$ cat config.mk
export PLATFORM = sky130hd
export DESIGN_NAME = treeval_seq
export DESIGN_NICKNAME = d
export VERILOG_FILES = /design/src/rtl/treeval_pkg.sv /design/src/rtl/treeval_seq.sv
export SDC_FILE = /design/constraint.sdc
export NUM_CORES = 1
export LEC_CHECK = 0
export ABC_AREA = 1
export ABC_CLOCK_PERIOD_IN_PS = 2900
export CAP_MARGIN = 10
export CELL_PAD_IN_SITES_DETAIL_PLACEMENT = 1
export CELL_PAD_IN_SITES_GLOBAL_PLACEMENT = 2
export CORE_MARGIN = 4
export CORE_UTILIZATION = 28
export DETAILED_ROUTE_END_ITERATION = 8
export PLACE_DENSITY_LB_ADDON = 0.2
export SLEW_MARGIN = 20
export SYNTH_ARGS = -nofsm -noshare
export SYNTH_HDL_FRONTEND = slang
export SYNTH_SLANG_ARGS = --single-unit
$ cat constraint.sdc
create_clock -name clk -period 2.9 [get_ports clk]
set_clock_uncertainty 0.15 [all_clocks]
set_input_delay 0.435 -clock clk [delete_from_list [all_inputs] [get_ports clk]]
set_output_delay 0.435 -clock clk [all_outputs]
set_load 0.1 [all_outputs]
$ cat src/rtl/treeval_pkg.sv
// Shared opcodes, FSM states and encodings for the treeval command sequencer.
package treeval_pkg;

  typedef enum logic [2:0] {
    OP_NODES  = 3'd0,
    OP_PAR    = 3'd1,
    OP_REW    = 3'd2,
    OP_ACT    = 3'd3,
    OP_WEIGHT = 3'd4,
    OP_RUN    = 3'd5
  } op_e;

  typedef enum logic [1:0] {
    ST_IDLE   = 2'd0,
    ST_START  = 2'd1,
    ST_WAIT   = 2'd2,
    ST_RESULT = 2'd3
  } state_e;

  localparam logic [2:0] ACT_PLAY    = 3'b001;
  localparam logic [2:0] ACT_NO_PLAY = 3'b000;
  localparam logic       STRAT_MAX   = 1'b1;
  localparam logic       STRAT_MIN   = 1'b0;

  localparam int DEF_W_ADDR       = 10;
  localparam int DEF_W_N_DATA     = 10;
  localparam int DEF_W_C_DATA     = 10;
  localparam int DEF_W_REWARD     = 10;
  localparam int DEF_W_ACTION     = 3;
  localparam int DEF_EVAL_TIMEOUT = 64;

endpackage

$ cat src/rtl/treeval_seq.sv
// Host command sequencer for treeval: registers config/memory write strobes,
// runs an evaluation with a bounded wait and returns the result over valid/ready.
module treeval_seq
  import treeval_pkg::*;
#(
  parameter int W_ADDR       = DEF_W_ADDR,
  parameter int W_N_DATA     = DEF_W_N_DATA,
  parameter int W_C_DATA     = DEF_W_C_DATA,
  parameter int W_REWARD     = DEF_W_REWARD,
  parameter int W_ACTION     = DEF_W_ACTION,
  parameter int EVAL_TIMEOUT = DEF_EVAL_TIMEOUT
) (
  input  logic                clk,
  input  logic                rst,
  input  logic                cmd_valid,
  output logic                cmd_ready,
  input  logic [2:0]          cmd_op,
  input  logic [W_ADDR-1:0]   cmd_addr,
  input  logic [W_N_DATA-1:0] cmd_data,
  output logic                tv_rst,
  output logic                tv_conf_nodes,
  output logic                tv_mem_par,
  output logic                tv_mem_rew,
  output logic                tv_mem_act,
  output logic                tv_mem_weight,
  output logic [W_ADDR-1:0]   tv_mem_addr,
  output logic [W_N_DATA-1:0] tv_mem_data,
  output logic [W_C_DATA-1:0] tv_conf_data,
  input  logic                tv_exp_change,
  input  logic [W_REWARD-1:0] tv_exp,
  input  logic [W_ACTION-1:0] tv_act,
  output logic                res_valid,
  input  logic                res_ready,
  output logic [W_REWARD-1:0] res_exp,
  output logic [W_ACTION-1:0] res_act,
  output logic                res_timeout,
  output logic                busy,
  output logic [1:0]          err
);

  localparam int CNT_W = (EVAL_TIMEOUT > 2) ? $clog2(EVAL_TIMEOUT) : 1;
  localparam logic [CNT_W-1:0] CNT_LAST = CNT_W'(EVAL_TIMEOUT - 1);
  localparam int CMP_W = (W_ADDR > W_C_DATA) ? W_ADDR : W_C_DATA;

  state_e                state, state_n;
  logic [CNT_W-1:0]      cnt;
  logic [W_C_DATA-1:0]   node_cnt;
  logic signed [W_REWARD-1:0] res_exp_q;
  logic [CMP_W-1:0]      addr_x, cnt_x;
  logic                  cmd_acc, addr_ok, par_ok, cnt_zero;

  assign addr_x   = CMP_W'(cmd_addr);
  assign cnt_x    = CMP_W'(node_cnt);
  assign addr_ok  = (addr_x < cnt_x);
  assign par_ok   = addr_ok && (cmd_addr != '0);
  assign cnt_zero = (node_cnt == '0);

  // cmd_ready is also held low while reset is asserted so every output reads 0 then
  assign cmd_ready = rst && (state == ST_IDLE);
  assign cmd_acc   = cmd_valid && (state == ST_IDLE);
  assign busy      = (state != ST_IDLE);
  assign res_valid = (state == ST_RESULT);
  assign res_exp   = res_exp_q;

  always_ff @(posedge clk or negedge rst) begin
    if (!rst) state <= ST_IDLE;
    else      state <= state_n;
  end

  always_comb begin
    state_n = state;
    case (state)
      ST_IDLE:   if (cmd_valid && cmd_op == OP_RUN)
                   state_n = cnt_zero ? ST_RESULT : ST_START;
      ST_START:  state_n = ST_WAIT;
      ST_WAIT:   if (tv_exp_change || cnt == CNT_LAST) state_n = ST_RESULT;
      ST_RESULT: if (res_ready) state_n = ST_IDLE;
      default:   state_n = ST_IDLE;
    endcase
  end

  // ---- command decode / write strobe stage ----
  always_ff @(posedge clk or negedge rst) begin
    if (!rst) begin
      tv_rst        <= 1'b0;
      tv_conf_nodes <= 1'b0;
      tv_mem_par    <= 1'b0;
      tv_mem_rew    <= 1'b0;
      tv_mem_act    <= 1'b0;
      tv_mem_weight <= 1'b0;
      tv_mem_addr   <= '0;
      tv_mem_data   <= '0;
      tv_conf_data  <= '0;
      node_cnt      <= '0;
      err           <= 2'b00;
    end else begin
      tv_rst        <= 1'b0;
      tv_conf_nodes <= 1'b0;
      tv_mem_par    <= 1'b0;
      tv_mem_rew    <= 1'b0;
      tv_mem_act    <= 1'b0;
      tv_mem_weight <= 1'b0;
      if (cmd_acc) begin
        case (cmd_op)
          OP_NODES: begin
            node_cnt      <= cmd_data[W_C_DATA-1:0];
            tv_conf_data  <= cmd_data[W_C_DATA-1:0];
            tv_conf_nodes <= 1'b1;
          end
          OP_PAR: begin
            if (par_ok) begin
              tv_mem_par  <= 1'b1;
              tv_mem_addr <= cmd_addr;
              tv_mem_data <= cmd_data;
            end else err[0] <= 1'b1;
          end
          OP_REW, OP_ACT, OP_WEIGHT: begin
            if (addr_ok) begin
              tv_mem_rew    <= (cmd_op == OP_REW);
              tv_mem_act    <= (cmd_op == OP_ACT);
              tv_mem_weight <= (cmd_op == OP_WEIGHT);
              tv_mem_addr   <= cmd_addr;
              tv_mem_data   <= cmd_data;
            end else err[0] <= 1'b1;
          end
          OP_RUN:  tv_rst <= !cnt_zero;
          default: err[1] <= 1'b1;
        endcase
      end
    end
  end

  // ---- evaluation wait / result capture stage ----
  always_ff @(posedge clk or negedge rst) begin
    if (!rst) begin
      cnt         <= '0;
      res_exp_q   <= '0;
      res_act     <= '0;
      res_timeout <= 1'b0;
    end else begin
      if (cmd_acc && cmd_op == OP_RUN && cnt_zero) begin
        res_exp_q   <= '0;
        res_act     <= '0;
        res_timeout <= 1'b1;
      end
      if (state == ST_START) cnt <= '0;
      if (state == ST_WAIT) begin
        cnt <= cnt + 1'b1;
        if (tv_exp_change) begin
          res_exp_q   <= tv_exp;
          res_act     <= tv_act;
          res_timeout <= 1'b0;
        end else if (cnt == CNT_LAST) begin
          res_exp_q   <= '0;
          res_act     <= '0;
          res_timeout <= 1'b1;
        end
      end
    end
  end

endmodule
# ---- Yosys cells after proc, flatten, opt, wreduce, memory -nomap -nowiden
# Index checks and enable logic that the tools add are counted.
dict set report totals {
  elab_cells 101
  n_memories 0
  latch_bits 0
  rom_bits 0
  register_bits 60
  ram_bits 0
}
dict set report op_classes {
  magnitude_cmp 1
  n_reduce_logical 22
  n_mux 44
  n_shift 0
  n_mul 0
  add_sub_neg 1
  bitwise_logic 1
  eq_ne 16
  div_mod_pow 0
}
# operator count
set op_table {}
lappend op_table {{two-way mux 10 bit} 8}
lappend op_table {{case mux 10 bit (2 select lines)} 2}
lappend op_table {{two-way mux 1 bit} 22}
lappend op_table {{two-way mux 3 bit} 4}
lappend op_table {{two-way mux 6 bit} 2}
lappend op_table {{logical NOT 10 bit} 1}
lappend op_table {{< comparator 10 bit} 1}
lappend op_table {{inequality test 2 bit (second input constant)} 5}
lappend op_table {{nonzero test 10 bit} 1}
lappend op_table {{two-way mux 2 bit} 4}
lappend op_table {{case mux 2 bit (4 select lines)} 1}
lappend op_table {{AND reduction 4 bit} 2}
lappend op_table {{adder 6 x 1 -> 6 bit (second input constant)} 1}
lappend op_table {{== test 3 x 2 -> 1 bit (second input constant)} 2}
lappend op_table {{== test 3 bit (second input constant)} 2}
lappend op_table {{== test 6 bit (second input constant)} 1}
lappend op_table {{logical AND 1 bit} 6}
lappend op_table {{nonzero test 2 bit} 3}
lappend op_table {{OR reduction 6 bit} 1}
lappend op_table {{== test 2 bit (second input constant)} 2}
lappend op_table {{inequality test 2 x 1 -> 1 bit (second input constant)} 2}
lappend op_table {{AND reduction 2 bit} 2}
lappend op_table {{== test 3 x 1 -> 1 bit (second input constant)} 1}
lappend op_table {{logical NOT 3 bit} 1}
lappend op_table {{8 further kinds} 8}

# ---- Longest topological paths before layout
dict set report depth {
  ltp_word 8
  mapped_depth 13
  ltp_nobuf 12
}

# ---- Worst setup path before layout
# OpenSTA, ideal clock, no wires.
dict set report synth_timing {
  path_kind {register -> register}
  startpoint {register node_cnt[5] (netlist: cnt_x[5])}
  endpoint {register tv_mem_addr[0]}
  required_ns 2.628
  setup_time_ns 0.122
  synth_period_minus_slack_ns 2.542
  arrival_ns 2.270
  n_path_buf 1
  path_slack_ns 0.358
  path_stages_with_launch 14
  cell_sequence {dfrtp_1 > inv_1 > ha_1 > nand2_1 > inv_1 > nand2_1 > nand2_1 > nand2_1 > nand3_1 > a21oi_2 > nand2_2 > buf_4 > nand2_1 > nand2_1}
}
dict set report synth_via {
  elab_chain_len 4
  elab_cells_between_ends 5
  cone_classes {1 x order compare; 2 x eq/ne; 2 x reduce/logical}
}
# item line_no
set synth_rtl {}
lappend synth_rtl {{start, declared} treeval_seq.sv:47} ;# logic [W_C_DATA-1:0] node_cnt;
lappend synth_rtl {{start signal, assigned} treeval_seq.sv:106} ;# node_cnt <= cmd_data[W_C_DATA-1:0];
lappend synth_rtl {{< comparator 10 bit *} treeval_seq.sv:54} ;# assign addr_ok = (addr_x < cnt_x);
lappend synth_rtl {{logical AND 1 bit} treeval_seq.sv:55} ;# assign par_ok = addr_ok && (cmd_addr != '0);
lappend synth_rtl {{inequality test 2 bit (no source line)} -}
lappend synth_rtl {{AND reduction 4 bit (no source line) *} -}
lappend synth_rtl {{end signal, assigned} treeval_seq.sv:113} ;# tv_mem_addr <= cmd_addr;
lappend synth_rtl {{end signal, assigned} treeval_seq.sv:122} ;# tv_mem_addr <= cmd_addr;
lappend synth_rtl {{end, declared} treeval_seq.sv:26} ;# output logic [W_ADDR-1:0] tv_mem_addr,
# Mark *: on every way between the ends. The rest lies on a longest branch, timed or not.
# A chain may end at the register's enable or synchronous reset.

# ---- Worst setup path in the final report
dict set report layout_timing {
  startpoint {input cmd_addr[9]}
  endpoint {register tv_mem_data[3]}
}
dict set report layout_via {
  elab_chain_len 4
  elab_cells_between_ends 6
  cone_classes {1 x order compare; 2 x eq/ne; 3 x reduce/logical}
}
# item line_no
set layout_rtl {}
lappend layout_rtl {{start, declared} treeval_seq.sv:18} ;# input logic [W_ADDR-1:0] cmd_addr,
lappend layout_rtl {{< comparator 10 bit / nonzero test 10 bit (equally long branches)} {treeval_seq.sv:54, treeval_seq.sv:55}}
lappend layout_rtl {{logical AND 1 bit} treeval_seq.sv:55}
lappend layout_rtl {{inequality test 2 bit (no source line)} -}
lappend layout_rtl {{AND reduction 4 bit (no source line) *} -}
lappend layout_rtl {{end signal, assigned} treeval_seq.sv:114} ;# tv_mem_data <= cmd_data;
lappend layout_rtl {{end signal, assigned} treeval_seq.sv:123} ;# tv_mem_data <= cmd_data;
lappend layout_rtl {{end, declared} treeval_seq.sv:27} ;# output logic [W_N_DATA-1:0] tv_mem_data,
# Marked as above.

==> results.yml <==
run_status:
  outcome: "finished clean"
clock_network:
  clkTransAtPathRegs_ps: 70
  cts_tree: "yes"
  post_cts_buffers: 0
  holdBufCountCts: 0
  clock_path_buffers: 2
  cts_resized: 0
  cts_max_level: 3
  numCtsBuffers: 9
  root_buffer: "clkbuf_8"
  clock_latency_ps: 330
  clock_sinks: 60
grt:
  grt_overflow: 0
  grt_first_pass_wirelength_um: 14300
  grt_max_degree: 61
  antenna_found_initial: 0
  grt_usage_pct: 15.6
  grt_pass1_vias: 2768
critical_path:
  crit_start: "cmd_addr[9]"
  crit_path_frequent_cell: "nand2_1"
  start_kind: "input pin"
  crit_slowest_cell: "clkdlybuf4s50_1"
  worstReg2RegStart: "cnt_x[7]$_DFFE_PN0P_"
  critical_path.max_stage_delay_ps: 480
  end_kind: "flip-flop"
  arrival_ps: 2380
  crit_fanout: 20
  path_class: "in2reg"
  crit_path_cell_trace: "clkdlybuf4s50_1, ha_1, a21o_1, nor2_1, nand3_1, a21oi_2, nand2_2, nand2_1, nand2_1"
  crit_required_ps: 2970
routing:
  ant_nets: 0
  drc: 0
  vias: 2601
  first_iter_violations: 77
  wl_um: 8620
  via_per_inst: 4.51
  drtPass1Iterations: 4
  wl_per_cell_um: 14.9
floorplan:
  boundaryPins: 96
  die_w_um: 109
  coreArea_um2: 9860
  dieArea_um2: 11900
  fp.dieH_um: 109
  fp-row-count: 36
  start_util_pct: 29.0
timing:
  finalMaxSlewViolations: 0
  hold_viol_final: 0
  period_needed_ps: 2310
  fin_crit_sh_pct: 79.7
  fin_ws_ps: 589
  fin_setup_tns_ps: 0
  fmax_mhz: 433
  setup_viol: 0
  relSlewSlack_pct: 28.5
  tightestPinTransition_ps: 1060
  rsz0062_at_grt: "false"
layout:
  final_nets: 494
  area_growth_pct: 39.8
  antenna-diode-count: 0
  drive_above_1_share_pct: 19.6
  n_fill_cell: 1178
synthesis:
  syn_inst: 339
  synth_seq_cells: 60
  synth_nets: 394
  synth.largest_area_cell: "dfrtp_1"
  ys_async_sr_fraction_pct: 100
  yosysWarnings: 0
  ys_top_cells_by_count: "nand2_1 (109), dfrtp_1 (60), nand3_1 (44), inv_1 (29), nor2_1 (21)"
  synth_edf_count: 0
  synth_seq_area_share_pct: 52.5
  synth.area.top_cells: "dfrtp_1 (53%), nand2_1 (14%), nand3_1 (7.7%)"
  synth_top_area_share_pct: 52.5
  synth_cell_types: 31
  yosysMostFrequentCell: "nand2_1"
  synth_ff_type: "dfrtp_1"
  synth.avg_cell_area_um2: 8.43
  synth_area_um2: 2860
placement:
  pre_cts_ws_ps: 186
  dpl.hpwl_um: 6640
  gp_congestion: 0.749
  io_buffers: 95
min_path:
  hold_path.class: "in2async"
job:
  max_cap_violations: 0
-- flip-flops by register name, summed over array words and instances, names as in the netlist, 2 cells and up --
register,flops
tv_mem_data,10
state,2
res_act,3
err,2
res_exp,10
cnt,6
tv_mem_addr,10
cnt_x,10
-- worst max-delay path: cells and delay by family --
family / cells / cell delay, ps
AND/OR/NAND/NOR: 5 / 770
adder cells (fa/ha/maj): 1 / 350
buffers and inverters: 1 / 480
AO/OA/AOI/OAI: 2 / 350
-- metal layers --
metal	GRT usage (%)	part of all wire (%)	up-vias
li1	-	-	1285
met1	21.3	47	1253
met2	24.3	47	54
met3	3.26	5.1	9
met4	5.95	1.3	0
met5	0	0	-
-- through the flow --
step	instances	instance area, um^2	util, %	hold WS [ps]
floorplan	339	2860	-	-10.6
global placement	561	3820	38.7	305
detailed placement	561	3820	38.7	315
CTS	577	4000	40.5	221
global route	577	4000	40.5	266
finish	577	4000	40.5	172
-- logic make-up after synthesis --
family                     after synthesis  synth area share, %
adders and majority gates               14                 6.13
DFF                                     60                 52.5
muxes                                    1                0.394
AOI/OAI and AO/OA                       33                 6.61
buffers and inverters                   45                 6.83
and+or+nand+nor                        186                 27.5
-- final timing paths --
check | to | slack (ps) | cells after the start
max reg2reg | tv_mem_data[3]$_DFFE_PN0P_ | 760 | 10
max | tv_mem_data[3]$_DFFE_PN0P_ | 590 | 9
min | tv_mem_addr[4]$_DFFE_PN0P_ | 170 | 2
max in group asynchronous | cnt[4]$_DFFE_PN0P_ | 1890 | 2
min reg2reg | tv_mem_addr[0]$_DFFE_PN0P_ | 330 | 2
min in group clk | tv_mem_addr[0]$_DFFE_PN0P_ | 330 | 2
-- layout make-up --
type,count,area (um^2),area share [%]
clock buffer,9,124,3.10
clock inverter,7,52.6,1.31
inverter,34,128,3.19
multi-input combinational,234,1170,29.2
sequential,60,1500,37.6
tap,133,166,4.16
timing repair buffer,100,858,21.5
-- placed cells by master, fill, tap and decap left out, drive strengths merged --
master	count
a21boi	1
o211ai	1
clkbuf	9
clkdlybuf4s50	39
or2	1
nand4	2
o21a	1
nor4	1
nor2	21
nor3b	1
mux2	1
nand3	44
clkinv	6
inv	34
and2	1
o21ai	19
clkinvlp	1
dfrtp	60
ha	14
nor3	4
o21bai	1
a21o	1
a21oi	9
buf	61
nand2	110
and3	1
Power is not shown: default switching activity piles up to over one toggle a cycle in this logic, so the estimate is an artifact.
==> RTL edit 1: new RTL, same flow settings <==
The 4 states of `state_e` get a one-hot encoding in 4 bits.
--- a/src/rtl/treeval_pkg.sv
+++ b/src/rtl/treeval_pkg.sv
@@ -10,11 +10,11 @@
     OP_RUN    = 3'd5
   } op_e;
 
-  typedef enum logic [1:0] {
-    ST_IDLE   = 2'd0,
-    ST_START  = 2'd1,
-    ST_WAIT   = 2'd2,
-    ST_RESULT = 2'd3
+  typedef enum logic [3:0] {
+    ST_IDLE   = 4'b0001,
+    ST_START  = 4'b0010,
+    ST_WAIT   = 4'b0100,
+    ST_RESULT = 4'b1000
   } state_e;
 
   localparam logic [2:0] ACT_PLAY    = 3'b001;
Formal check against the unedited RTL: no difference found for any inputs over 4 cycles, from zero or initial values and one cycle with rst low; so few cycles prove little.
==> RTL edit 1 against the original RTL <==
Worst hold slack got worse by 0.032 ns. Routed wire length barely moved. Final area up 2.1%. Area after synthesis rose by 1.9%. Sequential cell count up 2. Setup slack gained 0.088 ns. Die area increased by 1.7%. First-iteration DRC count is 6.5% higher. Largest cell class unchanged.
==> RTL edit 1: results <==
[run_status]
outcome = finished clean

[synthesis]
yosysSeqAreaShare_pct = 53.3
synth_area_leaders = dfrtp_1 (52%), nand2_1 (15%), nand3_1 (7.0%), ha_1 (4.3%), inv_1 (4.0%)
synthMuxAreaShare_pct = 0.344
synth_cell_type_count = 33
synth_compound_area_share_pct = 5.67
netlist_top_cells_count = nand2_1 (114), dfrtp_1 (61), nand3_1 (41)
synthArstFlopShare_pct = 100
syn-instance-count = 343
synthAdderAreaFrac_pct = 4.30
synth-xor-area-share_pct = 0

[cts]
clk_path_buf_depth = 2
htreeDepth = 3
cts-root-buf = clkbuf_8
cts_resized = 0
numCtsBuffers = 9

[cells_and_area]
nets = 497
antennaDiodeCount = 0
drive_above_1_share_pct = 20.9

[setup_path]
cp_max_fo = 9
arrival_ns = 2.30
cpPeakStageDelay_ns = 0.46

[routing]
viasPerCell = 4.57
wl_met2_mm = 3.97
met3_wirelength_microns = 446
vias = 2659
drtIter0Drc = 82
wire_per_inst_microns = 14.8
route.layer.met1.wl_mm = 4.03

[global_route]
grt_usage_pct = 15.1
grt_max_degree = 63
grt_pass1_vias = 2789
antenna_found_initial = 0
grt_pass1_wl_mm = 14.0

[placed_design]
routabilityCongestion = 0.794
place_inst = 568
postPlaceCellArea_sq_um = 3910
pre_cts_ws_ns = 0.324
dp.final_hpwl_mm = 6.48
port_buffers = 95

[power_and_ir_drop]
power.leakage_uw = 0.00211
peakVddDrop_mv = 0.945

[timing]
worstMarginPinSlew_ns = 0.815

[min_path]
min_path_type = input pin to asynchronous set/reset pin
-- RTL edit 1: changes by cell type after synthesis, moves of 4 or more --
cell     unedited run  this run
o21ai_1            14         0
nand2_1           109       114
ha_1               14        10
o21ai_0             3        13
a21oi_1             8         4
-- RTL edit 1: layout make-up --
cell class / instances / area [sq um]
multi-input combinational: 235 / 1170
timing repair buffer: 103 / 881
inverter: 35 / 131
tap: 133 / 166
clock buffer: 13 / 169
sequential: 62 / 1550
fill: 1203 / 5880
clock inverter: 1 / 5.00
-- RTL edit 1: power breakdown --
group | switching, uW | internal [uW]
Combinational | 2540 | 624
Clock | 328 | 370
Sequential | 188 | 1140
-- RTL edit 1: worst max-delay path, delay by kind of cell --
| family | cells | cell delay (ns) |
|---|---|---|
| buffers and inverters | 2 | 0.64 |
| and+or+nand+nor | 5 | 0.51 |
| AOI/OAI and AO/OA | 2 | 0.38 |
| adders and majority gates | 1 | 0.32 |
-- RTL edit 1: cell families (layout without fill, tap and decap cells) --
group,Yosys count,in the layout
DFF,62,62
muxes,1,1
and+or+nand+nor,197,197
AOI/OAI and AO/OA,27,27
buffers and inverters,46,152
adders and majority gates,10,10
-- RTL edit 1: final timing paths --
kind,startpoint,slack [ns],endpoint,depth (start not counted)
worst max-delay path,cmd_addr[9],0.68,tv_mem_data[6],10
worst min-delay path,rst,0.14,tv_mem_weight,2
worst max register to register,cnt_x[9],0.80,tv_mem_data[6],10
worst min register to register,res_exp[4],0.32,res_exp[4],2
max in group asynchronous,rst,1.92,tv_mem_data[6],2
min in group clk,res_exp[4],0.32,res_exp[4],2
-- RTL edit 1: metal layers --
layer	global-route usage, %	vias to the layer above
met5	0	-
met4	5.52	0
met3	3.44	14
met2	23.7	65
met1	20.4	1274
li1	-	1306
==> RTL edit 2: new RTL, same flow settings <==
Without the edit above. Set the package constant `DEF_W_N_DATA` to 11 (it was 10).
--- a/src/rtl/treeval_pkg.sv
+++ b/src/rtl/treeval_pkg.sv
@@ -23,7 +23,7 @@
   localparam logic       STRAT_MIN   = 1'b0;
 
   localparam int DEF_W_ADDR       = 10;
-  localparam int DEF_W_N_DATA     = 10;
+  localparam int DEF_W_N_DATA     = 11;
   localparam int DEF_W_C_DATA     = 10;
   localparam int DEF_W_REWARD     = 10;
   localparam int DEF_W_ACTION     = 3;
Interface: changed (resized cmd_data and tv_mem_data); port bits go from 96 to 98. No check against the original RTL was run, so the function may have changed too.
==> RTL edit 2 against the original RTL <==
Sequential cell count rose by 1. Core utilization rose by 1.1 points. Area after synthesis rose by 0.39%. Setup slack improved by 0.060 ns. Critical path depth rose by 4. Final area rose by 2.8%. Routed wire length fell by 0.32%. Critical path type unchanged.
Power is not shown: default switching activity piles up to over one toggle a cycle in this logic, so the estimate is an artifact.
==> RTL edit 2: results <==
[run_status]
outcome = finished clean

[cts]
cts_resized = 0
clk_path_buf_depth = 2
numCtsBuffers = 9
post_cts_buffers = 0
path_clk_slew_ns = 0.07
htreeDepth = 3
cts-root-buf = clkbuf_8
clk_latency_ns = 0.32

[cells_and_area]
regMostFlops = tv_mem_data
antennaDiodeCount = 0
drive_above_1_share_pct = 19.2
fillers = 1192
largest_register_ffs = 11
nets = 505

[placed_design]
port_buffers = 97
dp.final_hpwl_mm = 6.70
routabilityCongestion = 0.764

[synthesis]
synth_area_leaders = dfrtp_1 (53%), nand2_1 (15%), nand3_1 (7.8%), ha_1 (6.1%), inv_1 (4.3%)
netlist_top_cells_count = nand2_1 (112), dfrtp_1 (61), nand3_1 (45)
synth_cell_type_count = 26
syn_nets = 399
yosysSeqAreaShare_pct = 53.2
ys_warn_count = 0
synth_flop_cell = dfrtp_1
synthArstFlopShare_pct = 100

[routing]
wirelength_mm = 8.59
drtIter0Drc = 69
firstDrtPassIters = 4
viasPerCell = 4.53

[global_route]
antenna_found_initial = 0
grt_pass1_vias = 2831
grt_pass1_wl_mm = 14.0
grt_usage_pct = 15.1
grt_max_degree = 62

[setup_path]
cp_max_fo = 13
slowest_stage = clkdlybuf4s50_1
cpPeakStageDelay_ns = 0.46
arrival_ns = 2.30

[timing]
slew_headroom_pct = 47.4

[min_path]
min_path_type = input pin to asynchronous set/reset pin
RTL edit 2: logic make-up after synthesis:
logic type / synth area share, %
DFF: 53.2
AOI/OAI and AO/OA: 6.59
muxes: 0.392
buffers and inverters: 6.19
and+or+nand+nor: 27.5
adders and majority gates: 6.11
RTL edit 2: stage by stage:
step	hold WS [ns]	std cells	cell area (sq um)	util [%]	worst slack, ns
final	0.154	587	4110	41.6	0.649
after floorplan	-0.0106	343	2870	-	0.351
after CTS	0.205	587	4110	41.6	0.650
after detailed placement	0.312	571	3900	39.5	0.327
after global placement	0.307	571	3900	39.5	0.389
after global routing	0.253	587	4110	41.6	0.437
RTL edit 2: per-layer routing:
layer  vias up  GRT usage (%)  wire [microns]
met5         -              0               0
met2        57           24.9            4270
met4         0           5.34             127
met1      1286           19.4            3730
li1       1308              -               -
met3         8           3.43             467
RTL edit 2: worst max-delay path, delay by kind of cell:
kind | cells | cell delay, ns
buffers and inverters | 3 | 0.71
AO/OA/AOI/OAI | 1 | 0.20
adder cells (fa/ha/maj) | 1 | 0.33
AND/OR/NAND/NOR | 8 | 0.63
RTL edit 2: area by class of cell:
cell class	count	area share [%]
clock inverters	3	1.04
repair buffers	106	22.1
multi-input cells	237	28.5
clock buffers	13	4.11
inverters	34	3.11
flip-flops and latches	61	37.2
well taps	133	4.05
RTL edit 2: final timing paths:
kind / cells after the start / endpoint / from / slack [ns]
max reg2reg: 7 / res_timeout / cnt_x[9] / 0.72
max in group asynchronous: 2 / tv_mem_data[3] / rst / 1.92
min in group clk: 2 / err[0] / err[0] / 0.33
min: 2 / err[0] / rst / 0.15
max: 13 / tv_mem_addr[6] / cmd_addr[5] / 0.65
min reg2reg: 2 / err[0] / err[0] / 0.33
